[src/rtl/demo_pkg.sv]
// Shared types and helpers for the demo scene sequencer.
package demo_pkg;

   typedef enum logic [1:0] {
      FADE_IN  = 2'd0,
      PLAY     = 2'd1,
      FADE_OUT = 2'd2,
      SWITCH   = 2'd3
   } seq_state_t;

   // Full-brightness code for a fade register of the given width.
   function automatic int fade_max(input int bits);
      return (1 << bits) - 1;
   endfunction

endpackage

[src/rtl/sync_edge.sv]
// Two-flop synchronizer for an asynchronous pad, with a registered rising-edge pulse.
module sync_edge (
   input  logic clk,
   input  logic reset,
   input  logic d,
   output logic level,
   output logic rise
);

   logic s1, s2, s3;

   always_ff @(posedge clk or posedge reset) begin
      if (reset) begin
         s1   <= 1'b0;
         s2   <= 1'b0;
         s3   <= 1'b0;
         rise <= 1'b0;
      end else begin
         s1   <= d;
         s2   <= s1;
         s3   <= s2;
         rise <= s2 & ~s3;
      end
   end

   assign level = s2;

endmodule

[src/rtl/demo_sequencer.sv]
// Scene scheduler: frame counting, fade envelope and skip/pause handling per scene.
module demo_sequencer
   import demo_pkg::*;
#(
   parameter int NUM_SCENES   = 8,
   parameter int SCENE_FRAMES = 256,
   parameter int FADE_BITS    = 4,
   parameter int FRAME_BITS   = 9,
   localparam int SCENE_W     = (NUM_SCENES > 1) ? $clog2(NUM_SCENES) : 1
) (
   input  logic                  clk,
   input  logic                  reset,
   input  logic                  new_frame,
   input  logic [1:0]            advance,
   output logic [SCENE_W-1:0]    scene,
   output logic [FRAME_BITS-1:0] scene_frame,
   output logic [FADE_BITS-1:0]  fade,
   output logic                  scene_start,
   output logic                  paused
);

   localparam int                  FADE_MAX   = fade_max(FADE_BITS);
   localparam logic [FADE_BITS-1:0] FADE_FULL  = FADE_BITS'(FADE_MAX);
   localparam logic [FRAME_BITS-1:0] PLAY_END  = FRAME_BITS'(SCENE_FRAMES - FADE_MAX);
   localparam logic [SCENE_W-1:0]  SCENE_LAST = SCENE_W'(NUM_SCENES - 1);

   logic [1:0] adv_lvl, adv_rise;
   logic       skip_edge, strobe, sync_unused;

   for (genvar i = 0; i < 2; i++) begin : g_sync
      sync_edge u_sync (
         .clk   (clk),
         .reset (reset),
         .d     (advance[i]),
         .level (adv_lvl[i]),
         .rise  (adv_rise[i])
      );
   end

   assign skip_edge   = adv_rise[0];
   assign paused      = adv_lvl[1];
   assign sync_unused = adv_lvl[0] ^ adv_rise[1];
   assign strobe      = new_frame & ~paused;

   seq_state_t              state, state_d;
   logic                    skip_pending, pend_d, start_d;
   logic [SCENE_W-1:0]      scene_d;
   logic [FRAME_BITS-1:0]   frame_d, frame_inc;
   logic [FADE_BITS-1:0]    fade_d, fade_inc, fade_dec;

   always_ff @(posedge clk or posedge reset) begin
      if (reset) begin
         state        <= FADE_IN;
         scene        <= '0;
         scene_frame  <= '0;
         fade         <= '0;
         skip_pending <= 1'b0;
         scene_start  <= 1'b0;
      end else begin
         state        <= state_d;
         scene        <= scene_d;
         scene_frame  <= frame_d;
         fade         <= fade_d;
         skip_pending <= pend_d;
         scene_start  <= start_d;
      end
   end

   always_comb begin
      state_d   = state;
      scene_d   = scene;
      frame_d   = scene_frame;
      fade_d    = fade;
      pend_d    = skip_pending;
      start_d   = 1'b0;
      frame_inc = scene_frame + 1'b1;
      fade_inc  = fade + 1'b1;
      fade_dec  = (fade == '0) ? '0 : fade - 1'b1;

      // Skip requests are only accepted while the scene is still visible.
      if (skip_edge && state != FADE_OUT && state != SWITCH)
         pend_d = 1'b1;

      case (state)
         FADE_IN: if (strobe) begin
            frame_d = frame_inc;
            if (skip_pending) begin
               state_d = FADE_OUT;
               pend_d  = 1'b0;
            end else begin
               fade_d = fade_inc;
               if (fade_inc == FADE_FULL) state_d = PLAY;
            end
         end
         PLAY: if (strobe) begin
            frame_d = frame_inc;
            if (skip_pending || frame_inc == PLAY_END) begin
               state_d = FADE_OUT;
               pend_d  = 1'b0;
            end
         end
         FADE_OUT: if (strobe) begin
            frame_d = frame_inc;
            fade_d  = fade_dec;
            if (fade_dec == '0) state_d = SWITCH;
         end
         SWITCH: begin
            scene_d = (scene == SCENE_LAST) ? '0 : scene + 1'b1;
            frame_d = '0;
            state_d = FADE_IN;
            start_d = 1'b1;
         end
         default: state_d = FADE_IN;
      endcase
   end

endmodule

[config.mk]
export PLATFORM = sky130hd
export DESIGN_NAME = demo_sequencer
export DESIGN_NICKNAME = d
export VERILOG_FILES = /design/src/rtl/demo_pkg.sv /design/src/rtl/sync_edge.sv /design/src/rtl/demo_sequencer.sv
export SDC_FILE = /design/constraint.sdc
export NUM_CORES = 1
export LEC_CHECK = 0
export BUFFER_PORTS_ARGS = -buffer_cell sky130_fd_sc_hd__buf_2
export CORE_ASPECT_RATIO = 1.5
export CORE_MARGIN = 4
export CORE_UTILIZATION = 46
export CTS_CLUSTER_DIAMETER = 30
export DETAILED_ROUTE_END_ITERATION = 8
export PLACE_DENSITY = 0.66
export SLEW_MARGIN = 20
export SYNTH_ARGS = -nofsm -noshare
export SYNTH_HDL_FRONTEND = slang
export SYNTH_HIERARCHICAL = 1
export SYNTH_SLANG_ARGS = --single-unit
[constraint.sdc]
create_clock -name clk -period 3.8 [get_ports clk]
set_input_delay 0.57 -clock clk [delete_from_list [all_inputs] [get_ports clk]]
set_output_delay 0.57 -clock clk [all_outputs]
set_load 0.01 [all_outputs]
After elaboration in Yosys (flattened, before gate mapping):

Index checks and enable logic that the tools add are counted.

* input port bits: 5
* output and inout port bits: 18
* word-level logic and storage cells: 69
* bits in registers: 26

* bitwise gates (word level): 4
* muxes and demuxes: 23
* equal/unequal tests: 16
* $add $sub $neg: 4
* reductions and logical operators: 10

Operators by type and width (count)
* $pmux W9 S2: 1
* $mux W4: 4
* $ne A2 B2 Y1 const B: 8
* $mux W2: 7
* $add A9 B1 Y9 const B: 1
* $eq A9 B8 Y1 const B: 1
* $mux W9: 1
* $logic_not A4 Y1: 2
* $pmux W2 S4: 1
* $pmux W4 S2: 1
* $mux W1: 6
* $reduce_and A6 Y1: 1
* $add A4 B1 Y4 const B: 1
* $eq A2 B2 Y1 const B: 2
* $eq A4 B4 Y1 const B: 1
* $reduce_and A4 Y1: 1
* $sub A4 B1 Y4 const B: 1
* $add A3 B1 Y3 const B: 1
* $eq A3 B3 Y1 const B: 1
* $mux W3: 1
* $ne A3 B3 Y1 const B: 1
* $reduce_or A3 Y1: 1
* $and A1 B1 Y1: 2
* $eq A2 B1 Y1 const B: 1
* 7 further kinds: 9

Depth between registers and ports, before layout:

* depth after elaboration: 7
* depth in mapped cells: 9

Cells and area by module:

Netlist, hierarchy kept.

By module, submodules not included
* demo_sequencer: area an instance 1367.6 um2, cells each 150, times used 1
* sync_edge: area an instance 117.6 um2, cells each 6, times used 2

Worst setup path before layout:

OpenSTA, ideal clock, no wires.

* path type: flip-flop to flip-flop
* start point: reg scene_frame[0]
* end point: reg state[0]
* arrival: 1.759 ns
* path buffers: 0
* cell stages (with the launch flop): 8
* library setup time: 0.128 ns
* setup slack: 1.913 ns
* required time: 3.672 ns
* path through: dfrtp_1 ha_1 nand3_2 a21oi_1 o31a_1 a22oi_2 o2111ai_2 mux2_1

* word-level cells in the longest chain between the ends: 5

RTL lines
* start, declared: line demo_sequencer.sv:16 `output logic [FRAME_BITS-1:0] scene_frame,`
* start signal, assigned: line demo_sequencer.sv:62 `scene_frame <= frame_d;`
* $add A9 B1 Y9: line demo_sequencer.sv:76 `frame_inc = scene_frame + 1'b1;`
* $eq A9 B8 Y1: line demo_sequencer.sv:97 `if (skip_pending || frame_inc == PLAY_END) begin`
* $logic_or A1 B1 Y1: line demo_sequencer.sv:97
* $ne A2 B2 Y1 (no source line)
* $reduce_and A6 Y1 (no source line)
* end signal, assigned: line demo_sequencer.sv:60 `state <= state_d;`
* end, declared: line demo_sequencer.sv:45 `seq_state_t state, state_d;`

No other way between the ends.
A chain may end at the register's enable or synchronous reset.

Worst setup path in the final report:

* start point: reg fade[0]
* end point: reg state[1]

* word-level cells in the longest chain between the ends: 5
* elaborated cells between the ends (all ways): 9

RTL lines
* start, declared: line demo_sequencer.sv:17 `output logic [FADE_BITS-1:0] fade,`
* start signal, assigned: line demo_sequencer.sv:56 `fade <= '0;`
* start signal, assigned: line demo_sequencer.sv:63 `fade <= fade_d;`
* $sub A4 B1 Y4 / $logic_not A4 Y1 (equally long branches): line demo_sequencer.sv:78 `fade_dec = (fade == '0) ? '0 : fade - 1'b1;`
* $mux W4: line demo_sequencer.sv:78
* $logic_not A4 Y1: line demo_sequencer.sv:105 `if (fade_dec == '0) state_d = SWITCH;`
* $ne A2 B2 Y1 (no source line)
* $reduce_and A6 Y1 (no source line) (*)

Every way passes the cells marked *; elsewhere a longest branch is shown, timed or not.

==> impl_metrics.toml <==
[outcome]
status = "complete, no violations"

[die]
fp.dieH_um = 78.8
rows = 25
fp.dieW_um = 55.2
core-area_sq_um = 3190
die_area_sq_um = 4350
start_util_pct = 48.2
pin_count = 23

[critical_path]
criticalPathCategory = "flip-flop to flip-flop"
worstPathArrival_ns = 2.21
crit_required_ns = 3.95
path_cells = "inv_1 > ha_1 > nor2_1 > a31oi_1 > a41oi_1 > o2111ai_2 > mux2_1"
crit_buf_inv = 1
crit_path_start_kind = "flip-flop"
slowest_stage = "dfrtp_1"
crit_path_max_fanout = 10
end_kind = "flip-flop"
cp_top_family = "flip-flops"
max_stage_delay_ns = 0.52

[global_route]
grt_overflow = 0
grt_pass1_wl_um = 5580
grt_use_total_pct = 15.9
grt_pass1_vias = 1228
antenna_found_initial = 0
grt_max_degree = 21

[cts]
cts-root-buf = "clkbuf_8"
cts.sinks = 26
cts_hold_buf = 0
cts_tree = "done"
clock_path_buffers = 2
cts_resized = 0
cts_buffers = 3
post-cts-setup-buffers = 0
h-tree-depth = 1
clkTransAtPathRegs_ns = 0.10
insertion_delay_ns = 0.28

[routing]
ant_nets = 0
wl_per_cell_um = 14.2
vias = 1165
wl_um = 3110
drc = 0
firstDrtPassIters = 4
drtIter0Drc = 35
via_per_inst = 5.32

[power]
p_leak_nw = 0.824
total_power_mw = 1.23
ir_drop_mv = 0.415
p_per_area_nw_per_um2 = 711

[timing]
timing.final.crit_share_pct = 54.1
fin_ws_ns = 1.74
setup_violations = 0
relSlewSlack_pct = 46.8
slew_violations = 0
min_period_ns = 2.06
rsz0062_at_grt = "false"
tns_ns = 0
tightestPinTransition_ns = 0.798
finalClockSkew_ns = 0.0122
hold_violations = 0
whs_ns = 0.135
max_freq_mhz = 486

[finish]
seqCellArea_sq_um = 651
fillerInstances = 317
antenna-diode-count = 0
area_growth_syn_to_layout_pct = 12.1
multiInputGateArea_sq_um = 783
utilization_pct = 54.1
final_nets = 197
drive_gt1_share_pct = 19.6
layoutNonFillerInstCount = 219
stdcell_area_sq_um = 1730

[worst_hold_path]
holdCritPathClass = "primary input to async pin"

[logic_synthesis]
yosysWarnings = 6
synth_nets = 176
synth.avg_cell_area_sq_um = 9.68
syn_area_sq_um = 1540
synthCells = 159

[placed_design]
dpl-instance-area_sq_um = 1650
pre_cts_slack_ns = 1.78
gp_congestion = 0.756
dp_hpwl_um = 2400
dp.cells = 215
port_buffers = 22

[run]
maxCapViolations = 0
[power breakdown]
part / internal [mW] / switching [mW]
Combinational: 0.238 / 0.303
Sequential: 0.350 / 0.105
Clock: 0.141 / 0.0900
Total: 0.728 / 0.498
[registers in the layout (all words and copies together) (netlist names)]
register / flops
g_sync.u_sync/level: 2
skip_pending: 1
scene: 3
fade: 4
g_sync.u_sync/s3: 1
g_sync.u_sync/s1: 2
state: 2
scene_start: 1
g_sync.u_sync/rise: 1
scene_frame: 9
[cell usage in the layout, fill, tap and decap left out, drive strengths merged, types with 2 or more instances in the layout]
master / n
xor2: 4
a31oi: 3
mux2: 4
xnor2: 7
nor3: 4
a21o: 2
clkbuf: 3
o31ai: 2
nor2b: 2
o31a: 2
nand4b: 2
buf: 22
inv: 16
o21ai: 7
nor2: 20
o2111ai: 2
dfrtp: 26
nand2: 11
nand2b: 2
or3: 2
nand3: 6
a21oi: 7
ha: 12
[routing by layer]
layer,vias to the layer above,global-route usage [%],share of wire [%]
li1,574,-,-
met1,564,17.8,40
met2,20,30.0,55
met3,7,1.63,2.4
met4,0,6.57,2.2
met5,-,0,0
[final timing paths]
| path | start | endpoint | slack [ns] | depth (start not counted) |
|---|---|---|---|---|
| hold reg to reg | g_sync[0].u_sync/s1 | g_sync[0].u_sync/level | 0.37 | 0 |
| setup / recovery | fade[0] | state[1] | 1.74 | 7 |
| max in group asynchronous | reset | scene_frame[7] | 2.85 | 2 |
| min in group clk | g_sync[0].u_sync/s1 | g_sync[0].u_sync/level | 0.37 | 0 |
| hold / removal | reset | g_sync[1].u_sync/level | 0.14 | 2 |
| setup reg to reg | fade[0] | state[1] | 1.74 | 7 |
[area by class of cell]
type                       count  area share (%)
clock buffer                   3            2.39
clock inverter                 1            1.74
inverter                      16            3.48
multi-input combinational    111            45.4
sequential                    26            37.7
tap                           40            2.90
timing repair buffer          22            6.38
Note: power is estimated with default switching activity, not from simulation.
